===== config.mk =====
export PLATFORM = sky130hd
export DESIGN_NAME = fwd_hazard_unit
export DESIGN_NICKNAME = d
export VERILOG_FILES = /design/src/rtl/fwd_hazard_unit.sv
export SDC_FILE = /design/constraint.sdc
export NUM_CORES = 1
export LEC_CHECK = 0
export ABC_AREA = 1
export CAP_MARGIN = 20
export CORE_MARGIN = 10
export CORE_UTILIZATION = 50
export DETAILED_ROUTE_END_ITERATION = 6
export PLACE_DENSITY = 0.82
export SETUP_SLACK_MARGIN = 0.1
export SLEW_MARGIN = 20
export SYNTH_ARGS = -nofsm -noshare
export SYNTH_HDL_FRONTEND = slang
export SYNTH_SLANG_ARGS = --single-unit

===== constraint.sdc =====
create_clock -name clk -period 2.4 [get_ports clk]
set_clock_uncertainty 0.2 [all_clocks]
set_input_delay 0.36 -clock clk [delete_from_list [all_inputs] [get_ports clk]]
set_output_delay 0.36 -clock clk [all_outputs]
set_load 0.005 [all_outputs]

===== src/rtl/fwd_hazard_unit.sv =====
// -----------------------------------------------------------------------------
// fwd_hazard_unit
//
// Operand-bypass select generation and load-use stall detection for an
// in-order pipeline. The unit keeps its own shift register of destination
// tags for the instructions that have left ID, so nothing has to be routed
// back from the EX/MEM/WB pipeline registers.
//
// Forward selects are registered so that they line up with the instruction
// entering EX on the next edge. The stall output is combinational and feeds
// the PC and IF/ID write enables.
//
// Parameters
//   AW          register address width (register 0 is hardwired zero)
//   NSRC        source operands per instruction
//   DEPTH       tracked stages after ID (1 = EX ... DEPTH = WB), >= 2
//   LOAD_STAGE  stage whose output register first holds load data
//   CW          stall counter width
//   SELW        per-operand select width (derived)
//
// Ports
//   clk          clock
//   reset        synchronous, active-high
//   id_valid     ID holds a real instruction
//   id_src       source i at [i*AW +: AW]
//   id_src_used  source i is actually read
//   id_rd        destination register
//   id_regwrite  instruction writes id_rd
//   id_is_load   result comes from memory
//   flush        kill the ID instruction (branch taken)
//   stall        combinational; hold PC and IF/ID, insert bubble
//   ex_fwd_sel   registered per-operand select for the instruction in EX
//                (0 = regfile, DEPTH-s = output register of stage s)
//   ex_any_fwd   registered OR of all non-zero selects
//   stall_count  saturating count of stall cycles
// -----------------------------------------------------------------------------
module fwd_hazard_unit #(
   parameter  int AW         = 5,
   parameter  int NSRC       = 2,
   parameter  int DEPTH      = 3,
   parameter  int LOAD_STAGE = 2,
   parameter  int CW         = 16,
   localparam int SELW       = $clog2(DEPTH)
) (
   input  logic                   clk,
   input  logic                   reset,
   input  logic                   id_valid,
   input  logic [NSRC*AW-1:0]     id_src,
   input  logic [NSRC-1:0]        id_src_used,
   input  logic [AW-1:0]          id_rd,
   input  logic                   id_regwrite,
   input  logic                   id_is_load,
   input  logic                   flush,
   output logic                   stall,
   output logic [NSRC*SELW-1:0]   ex_fwd_sel,
   output logic                   ex_any_fwd,
   output logic [CW-1:0]          stall_count
);

   // The WB entry of the tag pipe is never consulted (the regfile is
   // write-before-read), so only the EX..DEPTH-1 entries are stored.
   localparam int NT = DEPTH - 1;

   // Tag pipe, entry 0 = instruction currently in EX.
   logic [NT-1:0]          tag_v_q,  tag_v_d;
   logic [NT-1:0]          tag_wr_q, tag_wr_d;
   logic [NT-1:0]          tag_ld_q, tag_ld_d;
   logic [NT-1:0][AW-1:0]  tag_rd_q, tag_rd_d;

   logic [NSRC*SELW-1:0]   ex_fwd_sel_q, ex_fwd_sel_d;
   logic                   ex_any_fwd_q, ex_any_fwd_d;
   logic [CW-1:0]          stall_count_q, stall_count_d;

   logic [NSRC*SELW-1:0]   op_code_s;
   logic [NSRC-1:0]        op_haz_s;
   logic                   stall_s;
   logic                   insert_s;

   // Per-operand producer search: youngest matching writer decides the code.
   always_comb begin : hazard_detect
      logic [AW-1:0] src;
      logic          found;
      int            ready_stage;
      op_code_s   = '0;
      op_haz_s    = '0;
      src         = '0;
      found       = 1'b0;
      ready_stage = 1;
      for (int i = 0; i < NSRC; i++) begin
         src   = id_src[i*AW +: AW];
         found = 1'b0;
         if (id_src_used[i] && (src != '0)) begin
            for (int j = 0; j < NT; j++) begin
               if (!found && tag_v_q[j] && tag_wr_q[j] && (tag_rd_q[j] == src)) begin
                  found       = 1'b1;
                  ready_stage = tag_ld_q[j] ? LOAD_STAGE : 1;
                  // Entry j sits in stage j+1; its output register holds
                  // the result once the producing stage has been passed.
                  if (ready_stage <= (j + 1)) begin
                     op_code_s[i*SELW +: SELW] = SELW'(DEPTH - (j + 1));
                  end else begin
                     op_haz_s[i] = 1'b1;
                  end
               end else begin
                  found = found;
               end
            end
         end else begin
            op_haz_s[i] = 1'b0;
         end
      end
   end

   // Stall and insert qualification; flush kills the ID instruction outright.
   always_comb begin
      stall_s  = id_valid && !flush && (|op_haz_s);
      insert_s = id_valid && !stall_s && !flush;
   end

   // Next-state for the tag pipe, forward selects and stall counter.
   always_comb begin
      tag_v_d       = '0;
      tag_wr_d      = '0;
      tag_ld_d      = '0;
      tag_rd_d      = '0;
      ex_fwd_sel_d  = '0;
      ex_any_fwd_d  = 1'b0;
      stall_count_d = stall_count_q;

      // Entry 0 receives the ID instruction or a bubble; r0 writes never
      // produce a live tag so r0 is never forwarded and never stalls.
      tag_v_d[0]  = insert_s;
      tag_wr_d[0] = insert_s && id_regwrite && (id_rd != '0);
      tag_ld_d[0] = insert_s && id_is_load;
      tag_rd_d[0] = insert_s ? id_rd : '0;

      // Downstream stages never stall, so the pipe shifts every cycle.
      for (int k = 1; k < NT; k++) begin
         tag_v_d[k]  = tag_v_q[k-1];
         tag_wr_d[k] = tag_wr_q[k-1];
         tag_ld_d[k] = tag_ld_q[k-1];
         tag_rd_d[k] = tag_rd_q[k-1];
      end

      if (insert_s) begin
         ex_fwd_sel_d = op_code_s;
      end else begin
         ex_fwd_sel_d = '0;
      end
      ex_any_fwd_d = |ex_fwd_sel_d;

      if (stall_s && (stall_count_q != {CW{1'b1}})) begin
         stall_count_d = stall_count_q + CW'(1);
      end else begin
         stall_count_d = stall_count_q;
      end
   end

   // State registers with synchronous reset.
   always_ff @(posedge clk) begin
      if (reset) begin
         tag_v_q       <= '0;
         tag_wr_q      <= '0;
         tag_ld_q      <= '0;
         tag_rd_q      <= '0;
         ex_fwd_sel_q  <= '0;
         ex_any_fwd_q  <= 1'b0;
         stall_count_q <= '0;
      end else begin
         tag_v_q       <= tag_v_d;
         tag_wr_q      <= tag_wr_d;
         tag_ld_q      <= tag_ld_d;
         tag_rd_q      <= tag_rd_d;
         ex_fwd_sel_q  <= ex_fwd_sel_d;
         ex_any_fwd_q  <= ex_any_fwd_d;
         stall_count_q <= stall_count_d;
      end
   end

   assign stall       = stall_s;
   assign ex_fwd_sel  = ex_fwd_sel_q;
   assign ex_any_fwd  = ex_any_fwd_q;
   assign stall_count = stall_count_q;

endmodule


==> run summary <==
Die W: 84.2 µm
Worst Tran Pin Value: 0.362 ns
share of cells above drive strength 1: 16.2%
Clk pin slew, worst setup/hold paths: 0.07 ns
Area Growth Syn to Fin: 32.9%
Root Driver: clkbuf_8
max_cap viols: 0
first-pass GRT wire length: 8.67 mm
VDD IR max: 0.326 mV
Initial Util: 51.5%
reg2reg start: stall_count[0]
sequential fraction of the synthesis area: 35.0%
routed length per placed instance: 12.9 µm
grt total ovfl: 0
DIE AREA: 0.00709 mm²
Worst setup EP type: primary output
CP Launch Point: id_src[0]
worst min-delay path class: flop to flop
Final WS setup: 0.244 ns
startpoint types: input port
RePlAce Congestion: 0.903
period utilisation layout: 89.8%
Synth Instances: 286
Final Hold Viols: 0
Ys Warns: 0
area leader, netlist: dfxtp_1
Iter 0 DRT Violations: 156
pre-CTS WS: -0.285 ns
power density cells: 428 mW/mm²
RSZ-0062 raised after global routing: false
DR vias/cell: 5.02
reg2reg path depth: 7
CTS H-tree lvls: 2
GRT Util Overall: 14.3%
reg2reg end: stall_count[9]
Unique masters post-synth: 33
final net count: 374
top cells by area, synth: dfxtp_1 (35%), nand2_1 (12%), nor2_1 (7.5%)
via count: 2,013
largest net degree at the start of global routing: 23
status: finished clean
Pleak: 1.17 nW
count of pins over their slew limit: 0
Critical Path AT: 1.60 ns
design area: 0.00274 mm²
overall power: 1.17 mW
Core ar.: 0.00400 mm²
relative slew slack: 75.7%
Yosys top cell area share: 35.0%
worst-path maximum fanout: 3
syn_area_per_cell: 7.21 µm²
DRC: 0
Util after Layout: 68.5%
worst hold slack: 0.234 ns
Diodes inserted: 0
Placed Area: 0.00265 mm²
reg-to-reg setup timing slack: 0.44 ns
number of placement rows: 23
Antenna Nets Post-Route: 0
Port Buffers: 44
total CTS buffers: 5
CP Capture Point: stall
CTS tree: done
Post-Route WL: 5.16 mm
Setup Crit Path Kind: input port to primary output
count of state elements after synthesis: 36
synthesized net count: 310
vias in the first global route: 1,883
CTS sink cnt: 36
First-pass DRT Iterations: 4
Peak Freq: 464 MHz
worst endpoint required time: 1.84 ns
Bufs on Longest Clock Path: 2
initial antenna violation count: 0
minimum clock period: 2.16 ns
Final Setup Violations: 0
I/O Pins: 45
Post-Syn Area: 0.00206 mm²
Post-DP HPWL: 4.00 mm
Die H: 84.2 µm
Clock Latency Late Sink: 0.28 ns
-- kinds of logic after synthesis --
group | count (synthesis) | share of synthesized area [%]
AO/OA/AOI/OAI | 25 | 6.31
XOR/XNOR | 20 | 8.50
buffers and inverters | 44 | 9.53
flip-flops | 36 | 35.0
AND/OR/NAND/NOR | 160 | 40.1
adder cells (fa/ha/maj) | 1 | 0.607
-- per-stage QoR --
stage / setup TNS (ns) / cells
floorplan: 0 / 286
global placement: -0.257 / 392
detailed placement: -0.285 / 392
CTS: 0 / 400
global route: 0 / 401
finish: 0 / 401
-- power breakdown --
part           switching [mW]  leakage [nW]  internal [mW]
combinational          0.0623         0.830         0.0619
clock                   0.206        0.0455          0.234
sequential            0.00560         0.291          0.603
total                   0.273          1.17          0.899
-- worst min-delay path by stage --
stage | startpoint | to | depth (start not counted)
global placement | tag_v_q[0] | tag_v_q[1] | 2
floorplan | tag_v_q[0] | tag_v_q[1] | 2
CTS | tag_v_q[0] | tag_v_q[1] | 2
detailed placement | tag_v_q[0] | tag_v_q[1] | 2
global route | tag_v_q[0] | tag_v_q[1] | 2
finish | tag_v_q[0] | tag_v_q[1] | 2
-- layout by cell type, fill, tap and decap left out, drive strengths merged, types with 3 or more instances in the layout --
| cell type | Yosys | layout |
|---|---|---|
| nor3 | 6 | 6 |
| nand4 | 19 | 19 |
| clkbuf | 3 | 8 |
| nor2 | 49 | 49 |
| inv | 38 | 38 |
| clkdlybuf4s50 | 0 | 35 |
| nor4 | 3 | 3 |
| a21oi | 20 | 20 |
| dfxtp | 36 | 36 |
| buf | 3 | 20 |
| xor2 | 16 | 16 |
| nand3 | 10 | 10 |
| dlygate4sd2 | 0 | 6 |
| nand2 | 72 | 72 |
| xnor2 | 4 | 4 |
-- worst max-delay path, cell delays in order --
cell	delay [ns]
clkdlybuf4s50_1	0.49
inv_1	0.06
nand2_1	0.05
nand3_1	0.08
nor2_2	0.18
nand4_4	0.10
a21oi_2	0.14
buf_2	0.13
-- timing repair --
action | CTS | global route
gates cloned | 0 | 0
resized for setup | 11 | 2
pin swaps | 4 | 4
hold buffers | 0 | 0
setup endpoints to repair | 1 | 1
setup buffers | 0 | 1
-- sequential cells by signal (all words and copies together), names as in the netlist --
name,cells
tag_wr_q,2
tag_rd_d,5
tag_ld_q,1
stall_count,16
ex_any_fwd,1
tag_v_q,2
ex_fwd_sel,4
tag_rd_q,5
-- layout make-up --
cell class | count | area [µm²]
inverter | 38 | 143
timing repair buffer | 63 | 576
sequential | 36 | 721
clock buffer | 8 | 90.1
tap | 50 | 62.6
multi-input combinational | 206 | 1150
fill | 318 | 1260
-- per-layer routing --
| layer | GRT usage (%) | part of all wire (%) | vias to the layer above |
|---|---|---|---|
| li1 | - | - | 1040 |
| met1 | 17.8 | 47 | 916 |
| met2 | 21.9 | 45 | 53 |
| met3 | 5.89 | 7.0 | 4 |
| met4 | 4.57 | 0.97 | 0 |
| met5 | 0 | 0 | - |
-- synth_stat cells --
cell type / instances
nor2_1: 41
nand3_2: 2
o21ai_1: 1
nand3_4: 1
nand2_2: 4
nand4_1: 16
inv_2: 8
nor4_1: 3
o21a_1: 1
o21ai_0: 1
nor2_4: 4
xnor2_1: 4
clkbuf_4: 1
nor3_2: 2
nor2_2: 4
buf_6: 1
nand2_8: 1
nor3_4: 1
buf_4: 1
nand3b_1: 1
xor2_1: 16
nand4_4: 2
dfxtp_1: 36
buf_12: 1
nor3_1: 3
ha_1: 1
nand3_1: 7
clkbuf_1: 2
a21oi_1: 20
o22ai_1: 2
nand4_2: 1
nand2_1: 67
inv_1: 30
No activity file was read; power rests on OpenSTA's default activity.
